File: src/rtl/shiftin_multi.sv
// -----------------------------------------------------------------------------
// shiftin_multi
//
// Multi-channel console controller shift register. CHANNELS independent
// BITS-wide button words are parallel-loaded while the console holds latch
// high, then shifted out MSB first, one bit per console clk rising edge. After
// BITS shifts every output rests at FILL_BIT until the next latch.
//
// The console pins (clk, latch) are asynchronous to system_clock. Each passes
// through a synchroniser and a history flop, and only the detected levels and
// edges drive the state machine. The pin-to-data latency is 3 cycles
// (2 sync + 1 update).
//
// Optional feature, macro SHIFTIN_MULTI_FILTER_EN:
//   adds a third sync stage per pin. A pin's filtered level changes only when
//   the two newest synchronised samples agree, so a single-cycle glitch is
//   rejected. The pin-to-data latency becomes 4 cycles.
//
// Ports:
//   system_clock  in   1               sole clock, rising edge
//   reset         in   1               synchronous, active-high
//   clk           in   1               console shift clock (asynchronous)
//   latch         in   1               console latch (asynchronous, active-high)
//   i             in   CHANNELS*BITS   parallel words, channel n at i[n*BITS +: BITS]
//   data          out  CHANNELS        serial outputs, data[n] for channel n
//   busy          out  1               high while shifting
//   poll          out  1               one-cycle pulse on latch falling edge
// -----------------------------------------------------------------------------
module shiftin_multi #(
  parameter int   BITS     = 16,
  parameter int   CHANNELS = 1,
  parameter logic FILL_BIT = 1'b1
) (
  input  logic                       system_clock,
  input  logic                       reset,
  input  logic                       clk,
  input  logic                       latch,
  input  logic [CHANNELS*BITS-1:0]   i,
  output logic [CHANNELS-1:0]        data,
  output logic                       busy,
  output logic                       poll
);

`ifdef SHIFTIN_MULTI_FILTER_EN
  localparam int STAGES = 3;
`else
  localparam int STAGES = 2;
`endif

  localparam int CW = $clog2(BITS + 1);
  localparam int SRW = CHANNELS * BITS;
  localparam logic [CW-1:0] LAST_CNT = CW'(BITS - 1);
  localparam logic [CW-1:0] FULL_CNT = CW'(BITS);
  localparam logic [SRW-1:0] FILL_ALL = {SRW{FILL_BIT}};

  typedef enum logic [1:0] {
    IDLE  = 2'd0,
    LOAD  = 2'd1,
    SHIFT = 2'd2,
    DONE  = 2'd3
  } state_t;

  logic [STAGES-1:0] clk_sync_q;
  logic [STAGES-1:0] latch_sync_q;
  logic              clk_h_q;
  logic              latch_h_q;
  logic              clk_s;
  logic              latch_s;
  logic              clk_rise_s;
  logic              latch_fall_s;

  state_t            state_q, state_d;
  logic [CW-1:0]     cnt_q, cnt_d;
  logic [SRW-1:0]    sr_q, sr_d;
  logic              busy_q, busy_d;
  logic              poll_q, poll_d;

  // Pin synchronisers plus one history flop per pin for edge detection.
  always_ff @(posedge system_clock) begin
    if (reset) begin
      clk_sync_q   <= '0;
      latch_sync_q <= '0;
      clk_h_q      <= 1'b0;
      latch_h_q    <= 1'b0;
    end else begin
      clk_sync_q   <= {clk_sync_q[STAGES-2:0], clk};
      latch_sync_q <= {latch_sync_q[STAGES-2:0], latch};
      clk_h_q      <= clk_s;
      latch_h_q    <= latch_s;
    end
  end

  // Effective pin levels. With filtering, a level only moves once the two
  // newest samples agree; otherwise the previous level (history flop) holds.
  always_comb begin
    clk_s   = clk_sync_q[1];
    latch_s = latch_sync_q[1];
`ifdef SHIFTIN_MULTI_FILTER_EN
    if (clk_sync_q[2] == clk_sync_q[1]) begin
      clk_s = clk_sync_q[1];
    end else begin
      clk_s = clk_h_q;
    end
    if (latch_sync_q[2] == latch_sync_q[1]) begin
      latch_s = latch_sync_q[1];
    end else begin
      latch_s = latch_h_q;
    end
`endif
    clk_rise_s   = clk_s & ~clk_h_q;
    latch_fall_s = ~latch_s & latch_h_q;
  end

  // Next-state logic. A high latch level takes priority over everything:
  // it reloads the words, clears the counter and aborts any shift, which also
  // makes latch win over a simultaneous clk edge.
  always_comb begin
    state_d = state_q;
    cnt_d   = cnt_q;
    sr_d    = sr_q;
    poll_d  = 1'b0;
    if (latch_s) begin
      state_d = LOAD;
      cnt_d   = '0;
      sr_d    = i;
    end else begin
      case (state_q)
        IDLE: begin
          state_d = IDLE;
        end
        LOAD: begin
          // clk edges are ignored here, including one coinciding with release
          if (latch_fall_s) begin
            state_d = SHIFT;
            cnt_d   = '0;
            poll_d  = 1'b1;
          end else begin
            state_d = LOAD;
          end
        end
        SHIFT: begin
          if (clk_rise_s) begin
            for (int n = 0; n < CHANNELS; n++) begin
              sr_d[n*BITS +: BITS] = {sr_q[n*BITS +: BITS-1], FILL_BIT};
            end
            if (cnt_q == LAST_CNT) begin
              state_d = DONE;
              cnt_d   = FULL_CNT;
              sr_d    = FILL_ALL;
            end else begin
              cnt_d = cnt_q + CW'(1);
            end
          end else begin
            state_d = SHIFT;
          end
        end
        DONE: begin
          // counter saturated at BITS, outputs rest at FILL_BIT
          state_d = DONE;
          cnt_d   = FULL_CNT;
          sr_d    = FILL_ALL;
        end
        default: begin
          state_d = IDLE;
          cnt_d   = '0;
          sr_d    = FILL_ALL;
        end
      endcase
    end
    busy_d = (state_d == SHIFT);
  end

  // State, counter, shift registers and registered status outputs.
  always_ff @(posedge system_clock) begin
    if (reset) begin
      state_q <= IDLE;
      cnt_q   <= '0;
      sr_q    <= '1;
      busy_q  <= 1'b0;
      poll_q  <= 1'b0;
    end else begin
      state_q <= state_d;
      cnt_q   <= cnt_d;
      sr_q    <= sr_d;
      busy_q  <= busy_d;
      poll_q  <= poll_d;
    end
  end

  // Each data line is the MSB flop of its channel's shift register.
  for (genvar g = 0; g < CHANNELS; g++) begin : g_data
    assign data[g] = sr_q[g*BITS + BITS - 1];
  end

  assign busy = busy_q;
  assign poll = poll_q;

endmodule

File: config.mk
export PLATFORM = sky130hd
export DESIGN_NAME = shiftin_multi
export DESIGN_NICKNAME = d
export VERILOG_FILES = /design/src/rtl/shiftin_multi.sv
export SDC_FILE = /design/constraint.sdc
export NUM_CORES = 1
export LEC_CHECK = 0
export BUFFER_PORTS_ARGS = -buffer_cell sky130_fd_sc_hd__buf_2
export CAP_MARGIN = 30
export CORE_ASPECT_RATIO = 0.9
export CORE_UTILIZATION = 25
export CTS_CLUSTER_DIAMETER = 150
export CTS_CLUSTER_SIZE = 40
export DETAILED_ROUTE_END_ITERATION = 10
export HOLD_SLACK_MARGIN = 0.06
export PLACE_DENSITY = 0.52
export SLEW_MARGIN = 10
export SYNTH_ARGS = -nofsm -noshare
export SYNTH_HDL_FRONTEND = slang
export SYNTH_SLANG_ARGS = --single-unit
export TNS_END_PERCENT = 1
File: constraint.sdc
create_clock -name system_clock -period 3.55 [get_ports system_clock]
set_input_delay 0.1775 -clock system_clock [delete_from_list [all_inputs] [get_ports system_clock]]
set_output_delay 0.1775 -clock system_clock [all_outputs]
set_load 0.05 [all_outputs]
; After elaboration in Yosys (flattened, before gate mapping)
; Index checks and enable logic that the tools add are counted.
[totals]
register_bits = 31
elab_cells = 44
out_inout_bits = 3
in_bits = 20
[op_classes]
bitwise = 5
reduce_logical = 7
add_sub_neg = 1
n_eq_ne = 8
mux = 14
[ops]
columns = op, n
row1 = 16-bit 2-to-1 mux, 3
row2 = 16-bit case mux with 2 select lines, 1
row3 = 5-bit 2-to-1 mux, 3
row4 = 5-bit case mux with 3 select lines, 1
row5 = 2-bit 2-to-1 mux, 4
row6 = 2-bit case mux with 4 select lines, 1
row7 = 2-bit == test (second input constant), 3
row8 = 3-bit nonzero test, 2
row9 = 5-bit by 1-bit adder with 5-bit output (second input constant), 1
row10 = 5-bit by 4-bit == test with 1-bit output (second input constant), 1
row11 = 2-bit != test (second input constant), 2
row12 = 3-bit != test (second input constant), 1
row13 = 1-bit NOT, 3
row14 = 3-bit AND reduction, 1
row15 = 3-bit OR reduction, 1
row16 = 1-bit AND, 2
row17 = 2-bit by 1-bit == test with 1-bit output (second input constant), 1
row18 = 2-bit logical NOT, 1
row19 = 2-bit AND reduction, 1
row20 = 2-bit OR reduction, 1
row21 = 1-bit 2-to-1 mux, 1

; Logic depth before layout (Yosys ltp)
; Gate-level depths: netlist (run 1).
[depth]
ltp_word = 6
mapped_depth = 7
mapped_depth_nobuf = 7

; Worst setup path before layout (run 1)
; Ideal clock, no wire load.
[synth_timing]
path_type = register -> register
startpoint = reg cnt_q[0]
endpoint = reg sr_q[15]
setup_ns = 0.120
path_slack_ns = 1.672
path_stages_with_launch = 8
t_arrival_ns = 1.758
cell_sequence = dfxtp_1 -> ha_1 -> and3_1 -> ha_1 -> or3b_4 -> nor4_2 -> a221oi_1 -> or2_1
[synth_via]
elab_chain_len = 5
[synth_rtl]
columns = item, line_no
row1 = from (decl), 73  ; logic [CW-1:0] cnt_q, cnt_d;
row2 = from (signal assigned), 183  ; cnt_q <= cnt_d;
row3 = 5-bit by 4-bit == test with 1-bit output, 146  ; if (cnt_q == LAST_CNT) begin
row4 = 16-bit 2-to-1 mux, 146
row5 = 16-bit 2-to-1 mux, 142  ; if (clk_rise_s) begin
row6 = 16-bit case mux with 2 select lines, 127  ; case (state_q)
row7 = 16-bit 2-to-1 mux, 122  ; if (latch_s) begin
row8 = to (signal assigned), 184  ; sr_q <= sr_d;
row9 = to (decl), 74  ; logic [SRW-1:0] sr_q, sr_d;
; Every way passes these cells. The select of a mux whose other input is x is not followed.
; A chain may end at the register's enable or synchronous reset.

; Worst setup path in the final report (run 1)
; Same ends and word-level chain as after synthesis.

==> qor.csv, run 1 <==
stage,metric,value,unit
run_status,outcome,"finished, final reports clean",
place,gp_congestion,0.840,
sta,slew-limit-headroom,0.666,
setup_path,start_kind,register,
yosys,ys_warn_count,0,
sta,max_freq,0.487,GHz
sta,setup_violations,0,
floorplanning,fp.dieW,78.0,um
setup_path,arrival,2230,ps
sta,max_slew.worst_pin.slew,500,ps
sta,fin_skew,5.74,ps
detailed_routing,drc,0,
power,power_density,469,nW/um2
sta,fin_ws,1500,ps
floorplanning,die_area,5490,um2
finish,nNetsFinal,187,
power,power.leakage,0.585,nW
floorplanning,core,4920,um2
detailed_routing,firstDrtPassIters,4,
finish,fillCellCount,534,
yosys,syn_inst,145,
finish,antenna_cells,0,
setup_path,worstSetupEndpointType,register,
floorplanning,num_rows,24,
grt,grt_pass1_wl,4.47,mm
floorplanning,num_io_pins,23,
place,place_ws,1550,ps
finish,final_util,0.312,
place,dp_hpwl,1.77,mm
finish,fin_cells,231,
clock_network,cts_buffer_depth,2,
setup_path,crit_fanout,4,
sta,fin_setup_tns,0,ps
clock_network,cts_hold_buf,0,
power,comb_power_share,0.068,
floorplanning,start_util,0.264,
worst_hold_path,holdCritPathClass,input port to register,
yosys,syn_avg_cell_area,8.96,um2
grt,antenna_found_initial,0,
sta,finalCritPeriodShare,0.578,
sta,final.min_clock_period,2050,ps
clock_network,numCtsBuffers,5,
power,netSwitchingFraction,0.230,
power,vdd_drop_max,0.212,mV
yosys,syn-num-nets,167,
place,dp.cells,223,
grt,grt_max_degree,26,
sta,finalHoldViolations,0,
setup_path,path_class,register to register,
power,power_switching,0.000166,W
setup_path,required,3720,ps
clock_network,postCtsResizedCells,0,
sta,slew_violations,0,
power,power_frac_clock,0.427,
power,power.internal,0.000555,W
clock_network,tritoncts,built,
clock_network,htreeDepth,2,
finish,drive_gt1_frac,0.241,
clock_network,clkLatencyLatePin,290,ps
clock_network,clkSinkCount,31,
worst_hold_path,holdPathStages,2,
clock_network,cts_root_buf,clkbuf_8,
sta,rsz0062_at_grt,false,
yosys,postSynthRegisterBits,31,
detailed_routing,vias,1081,
yosys,syn_area,1300,um2
sta,whs,108,ps
grt,grtUsageTotal,0.108,
clock_network,cts_setup_buffers,0,
detailed_routing,routed_via_density,4.68,
finish,areaGrowthSynthToFinish,18.4,%
run,cap_violations,0,
clock_network,path_clk_slew,60,ps
power,power_frac_seq,0.505,
detailed_routing,ant_nets,0,
detailed_routing,avgRoutedWirePerCell,11.5,um
setup_path,reg2reg_depth,7,
floorplanning,chipHeight,70.4,um
grt,overflow,0,
detailed_routing,drt_iter0_drc,86,
yosys,ys_seq_area_frac,0.478,
detailed_routing,routed_wirelength,2.66,mm
grt,grt_pass1_vias,982,
yosys,ys_types,32,
place,placement.io_buffers,22,
==> layer usage <==
layer	up-vias	wire length, um	GRT usage
met4	0	50	0.0494
met2	28	1060	0.157
met1	482	1370	0.131
met3	7	175	0.0536
met5	-	0	0
li1	564	-	-
==> area by class of cell <==
class                      instances  area, um2  share of cell area
clock buffer                       8        100              0.0651
inverter                           6       22.5              0.0146
multi-input combinational         98        596               0.387
sequential                        31        621               0.404
tap                               65       81.3              0.0529
timing repair buffer              23        118              0.0765
==> critical path, cell delays in order, from the launching register on <==
cell and delay, ps:
dfxtp_1 340, ha_1 240, and3_1 190, ha_1 210
or3b_4 410, nor4_2 230, a221oi_1 80, or2_1 240
==> state kept, by name, summed over array words and instances, names as in the netlist <==
| register | flops |
|---|---|
| latch_sync_q | 2 |
| cnt_q | 5 |
| sr_q | 16 |
| clk_sync_q | 2 |
| clk_h_q | 1 |
| latch_h_q | 1 |
| busy | 1 |
| poll | 1 |
| state_q | 2 |
==> cell usage after synthesis <==
cell type | n | share of area
inv_1 | 5 | 0.014
a211oi_1 | 1 | 0.0058
o21ai_0 | 8 | 0.031
nand2_1 | 5 | 0.014
nand2b_1 | 3 | 0.014
nor2b_1 | 6 | 0.029
or2_1 | 2 | 0.0096
nor2_1 | 8 | 0.023
a2111oi_0 | 1 | 0.0067
nor3_1 | 2 | 0.0077
nor3b_1 | 1 | 0.0058
a31o_1 | 1 | 0.0067
a211o_2 | 1 | 0.0077
o21ai_1 | 11 | 0.042
a21oi_1 | 14 | 0.054
o31ai_1 | 1 | 0.0058
and3_1 | 2 | 0.0096
a21oi_2 | 6 | 0.040
nor4_2 | 1 | 0.0096
buf_6 | 3 | 0.026
clkbuf_1 | 6 | 0.017
nand3_1 | 1 | 0.0038
inv_2 | 1 | 0.0029
buf_1 | 1 | 0.0029
o21a_1 | 1 | 0.0058
dfxtp_1 | 31 | 0.48
o2bb2ai_1 | 1 | 0.0067
o22ai_1 | 14 | 0.067
a221oi_1 | 2 | 0.013
ha_1 | 2 | 0.019
a31oi_1 | 2 | 0.0096
or3b_4 | 1 | 0.0087
==> final timing paths <==
path / start / to / slack (ps)
max: cnt_q[0] / sr_q[15] / 1500
min reg2reg: latch_sync_q[0] / latch_sync_q[1] / 440
max reg2reg: cnt_q[0] / sr_q[15] / 1500
min: latch / latch_sync_q[0] / 110
==> layout by cell type (no fill, tap or decap), drive strengths merged <==
cell type,count
and3,2
a21oi,20
clkbuf,8
nand3,1
dfxtp,31
o2bb2ai,1
nor2b,6
o21ai,19
a211oi,1
o21a,1
o22ai,14
a211o,1
a31oi,2
inv,6
ha,2
buf,23
a221oi,2
nor3,2
nand2b,3
or2,2
a2111oi,1
o31ai,1
nor2,8
nor4,1
nand2,5
or3b,1
nor3b,1
a31o,1
==> stage by stage <==
step                      area (um2)  total power, W
after detailed placement        1440        0.000421
final                           1540        0.000722
after global placement          1440        0.000421
after global routing            1540        0.000757
after floorplan                 1300        0.000405
after CTS                       1540        0.000734
==> power groups by stage <==
stage	clock network, W	registers [W]	logic (W)
6_report	0.000308	0.000365	0.0000488
5_1_grt	0.000337	0.000365	0.0000545
4_1_cts	0.000320	0.000364	0.0000493
3_5_place_dp	0	0.000372	0.0000490
3_3_place_gp	0	0.000372	0.0000493
2_1_floorplan	0	0.000372	0.0000338
==> cell families (layout without fill, tap and decap cells) <==
family | count (synthesis) | after routing | synth area share
DFF | 31 | 31 | 0.478
adders and majority gates | 2 | 2 | 0.0193
and+or+nand+nor | 32 | 32 | 0.136
AOI/OAI and AO/OA | 64 | 64 | 0.303
buffers and inverters | 16 | 37 | 0.0636
Power figures use the tool's default switching activity.
==> run 2: changes to the inputs <==
==> constraint.sdc (replaced) <==
create_clock -name system_clock -period 1.9 [get_ports system_clock]
set_input_delay 0.095 -clock system_clock [delete_from_list [all_inputs] [get_ports system_clock]]
set_output_delay 0.095 -clock system_clock [all_outputs]
set_load 0.05 [all_outputs]
==> run 2 against run 1 <==
Core utilization up 2.8 points. Non-clock buffer count up 11. Critical path type unchanged. Worst hold slack worse by 22 ps. Cell count up 4.8%. Sequential power up 87%. Largest power group unchanged. Clock power up 120%.
==> qor.csv, run 2 (synthesized netlist as in run 1, its figures left out) <==
stage,metric,value,unit
finish,nNetsFinal,198,
setup_path,start_kind,register,
grt,grt_pass1_wl,4.86,mm
grt,grtUsageTotal,0.117,
power,comb_power_share,0.069,
sta,fin_skew,3.66,ps
clock_network,clkSinkCount,31,
finish,antenna_cells,0,
clock_network,cts_root_buf,clkbuf_8,
worst_hold_path,holdCritPathClass,input port to register,
floorplanning,die_area,5490,um2
floorplanning,chipHeight,70.4,um
power,power_density,868,nW/um2
sta,finalHoldViolations,0,
sta,setup_violations,0,
run,cap_violations,0,
place,gp_congestion,0.741,
clock_network,numCtsBuffers,5,
detailed_routing,avgRoutedWirePerCell,11.7,um
clock_network,htreeDepth,2,
run_status,outcome,"finished, final reports clean",
detailed_routing,drc,0,
power,power.internal,0.00114,W
power,power_frac_clock,0.463,
finish,areaGrowthSynthToFinish,29.1,%
finish,layout_common_cells,"29 x dfxtp_1, 22 x buf_2, 14 x o22ai_1, 14 x a21oi_1, 11 x o21ai_1",
grt,antenna_found_initial,0,
setup_path,slowest_stage,or3b_4,
finish,layout_commonest_cell,dfxtp_1,
setup_path,required,2100,ps
sta,fin_setup_tns,0,ps
setup_path,worstSetupEndpointType,register,
place,dp_hpwl,1.77,mm
detailed_routing,routed_wirelength,2.83,mm
place,placement.io_buffers,22,
power,power_switching,0.000317,W
finish,largest-register,sr_q,
setup_path,crit_fanout,3,
detailed_routing,firstDrtPassIters,5,
floorplanning,num_io_pins,23,
power,power_frac_seq,0.468,
grt,overflow,0,
detailed_routing,routed_via_density,4.63,
place,place_ws,9.46,ps
setup_path,critical-path-top-delay-family,simple AND/OR/NAND/NOR gates,
setup_path,cp_slowest_stage_delay,410,ps
detailed_routing,drt_iter0_drc,33,
sta,final.min_clock_period,1830,ps
detailed_routing,ant_nets,0,
sta,max_freq,0.545,GHz
setup_path,cp.buffers_inverters,1,
sta,slew-limit-headroom,0.752,
sta,slew_violations,0,
finish,top_regs,"sr_q (16), cnt_q (5)",
floorplanning,start_util,0.264,
sta,fin_ws,66.5,ps
detailed_routing,vias,1120,
power,vdd_drop_max,0.488,mV
finish,largest_register_ffs,16,
power,power.leakage,0.647,nW
finish,fillCellCount,543,
setup_path,arrival,2040,ps
sta,finalCritPeriodShare,0.965,
clock_network,clkLatencyLatePin,290,ps
floorplanning,core,4920,um2
power,netSwitchingFraction,0.218,
clock_network,path_clk_slew,70,ps
clock_network,cts_buffer_depth,2,
grt,grt_pass1_vias,1032,
clock_network,tritoncts,built,
grt,grt_max_degree,31,
setup_path,path_cells,ha_2 > and3_4 > ha_4 > or3b_4 > buf_4 > nor2_1 > nand2_1 > o31ai_1,
floorplanning,num_rows,24,
floorplanning,fp.dieW,78.0,um
sta,max_slew.worst_pin.slew,363,ps
finish,drive_gt1_frac,0.305,
setup_path,path_class,register to register,
-- run 2: cell types whose count changed in the layout (fill, tap and decap cells not counted), moves of 2 or more --
| cell | change |
|---|---|
| ha_1 | -2 |
| dfxtp_1 | -2 |
| dlygate4sd3_1 | +3 |
| dfxtp_2 | +2 |
| buf_4 | +8 |
-- run 2: path summary, 6_finish.rpt --
| kind | cells after the start | slack [ps] | to | startpoint |
|---|---|---|---|---|
| hold / removal | 3 | 90 | sr_q[9] | i[9] |
| setup reg to reg | 8 | 70 | cnt_q[3] | cnt_q[1] |
| hold reg to reg | 1 | 430 | latch_sync_q[1] | latch_sync_q[0] |
| setup / recovery | 8 | 70 | cnt_q[3] | cnt_q[1] |
-- run 2: per-stage QoR --
stage	util	instances	power, W	hold slack (ps)	cell area [um2]
finish	0.340	242	0.00146	85.9	1680
global route	0.340	242	0.00152	82.4	1680
CTS	0.339	242	0.00148	72.3	1670
detailed placement	0.303	230	0.000790	313	1490
global placement	0.303	230	0.000791	312	1490
floorplan	-	145	0.000757	167	1300
-- run 2: timing repair --
action | 4_1_cts | 5_1_grt
pin swaps | 6 | 1
setup buffers | 1 | 0
endpoints found under the hold margin | 3 | 0
resized for setup | 6 | 1
hold buffers | 3 | 0
endpoints found under the setup margin | 1 | 1
-- run 2: power groups by stage --
| stage | Combinational [W] | Sequential, W | Clock (W) |
|---|---|---|---|
| after floorplan | 0.0000631 | 0.000694 | 0 |
| after global placement | 0.0000960 | 0.000695 | 0 |
| after detailed placement | 0.0000956 | 0.000695 | 0 |
| after CTS | 0.000101 | 0.000680 | 0.000696 |
| after global routing | 0.000114 | 0.000683 | 0.000726 |
| final | 0.000100 | 0.000681 | 0.000674 |
-- run 2: layout make-up --
class / instances / area (um2) / area share
Clock buffer: 6 / 82.6 / 0.0493
Clock inverter: 2 / 35.0 / 0.0209
Inverter: 6 / 22.5 / 0.0134
Multi-Input combinational cell: 98 / 624 / 0.372
Sequential cell: 31 / 623 / 0.372
Tap cell: 65 / 81.3 / 0.0485
Timing Repair Buffer: 34 / 208 / 0.124
-- run 2: worst register-to-register path, cell delays in order, from the launching register on --
cell and delay (ps):
dfxtp_2 320, ha_2 180, and3_4 150, ha_4 160, or3b_4 410, buf_4 150, nor2_1 120, nand2_1 90
o31ai_1 180
-- run 2: routing by layer --
metal | part of all wire | track usage | wire (um)
met5 | 0 | 0 | 0
met2 | 0.40 | 0.157 | 1140
met4 | 0.017 | 0.0494 | 48
met3 | 0.059 | 0.0614 | 166
met1 | 0.52 | 0.153 | 1470
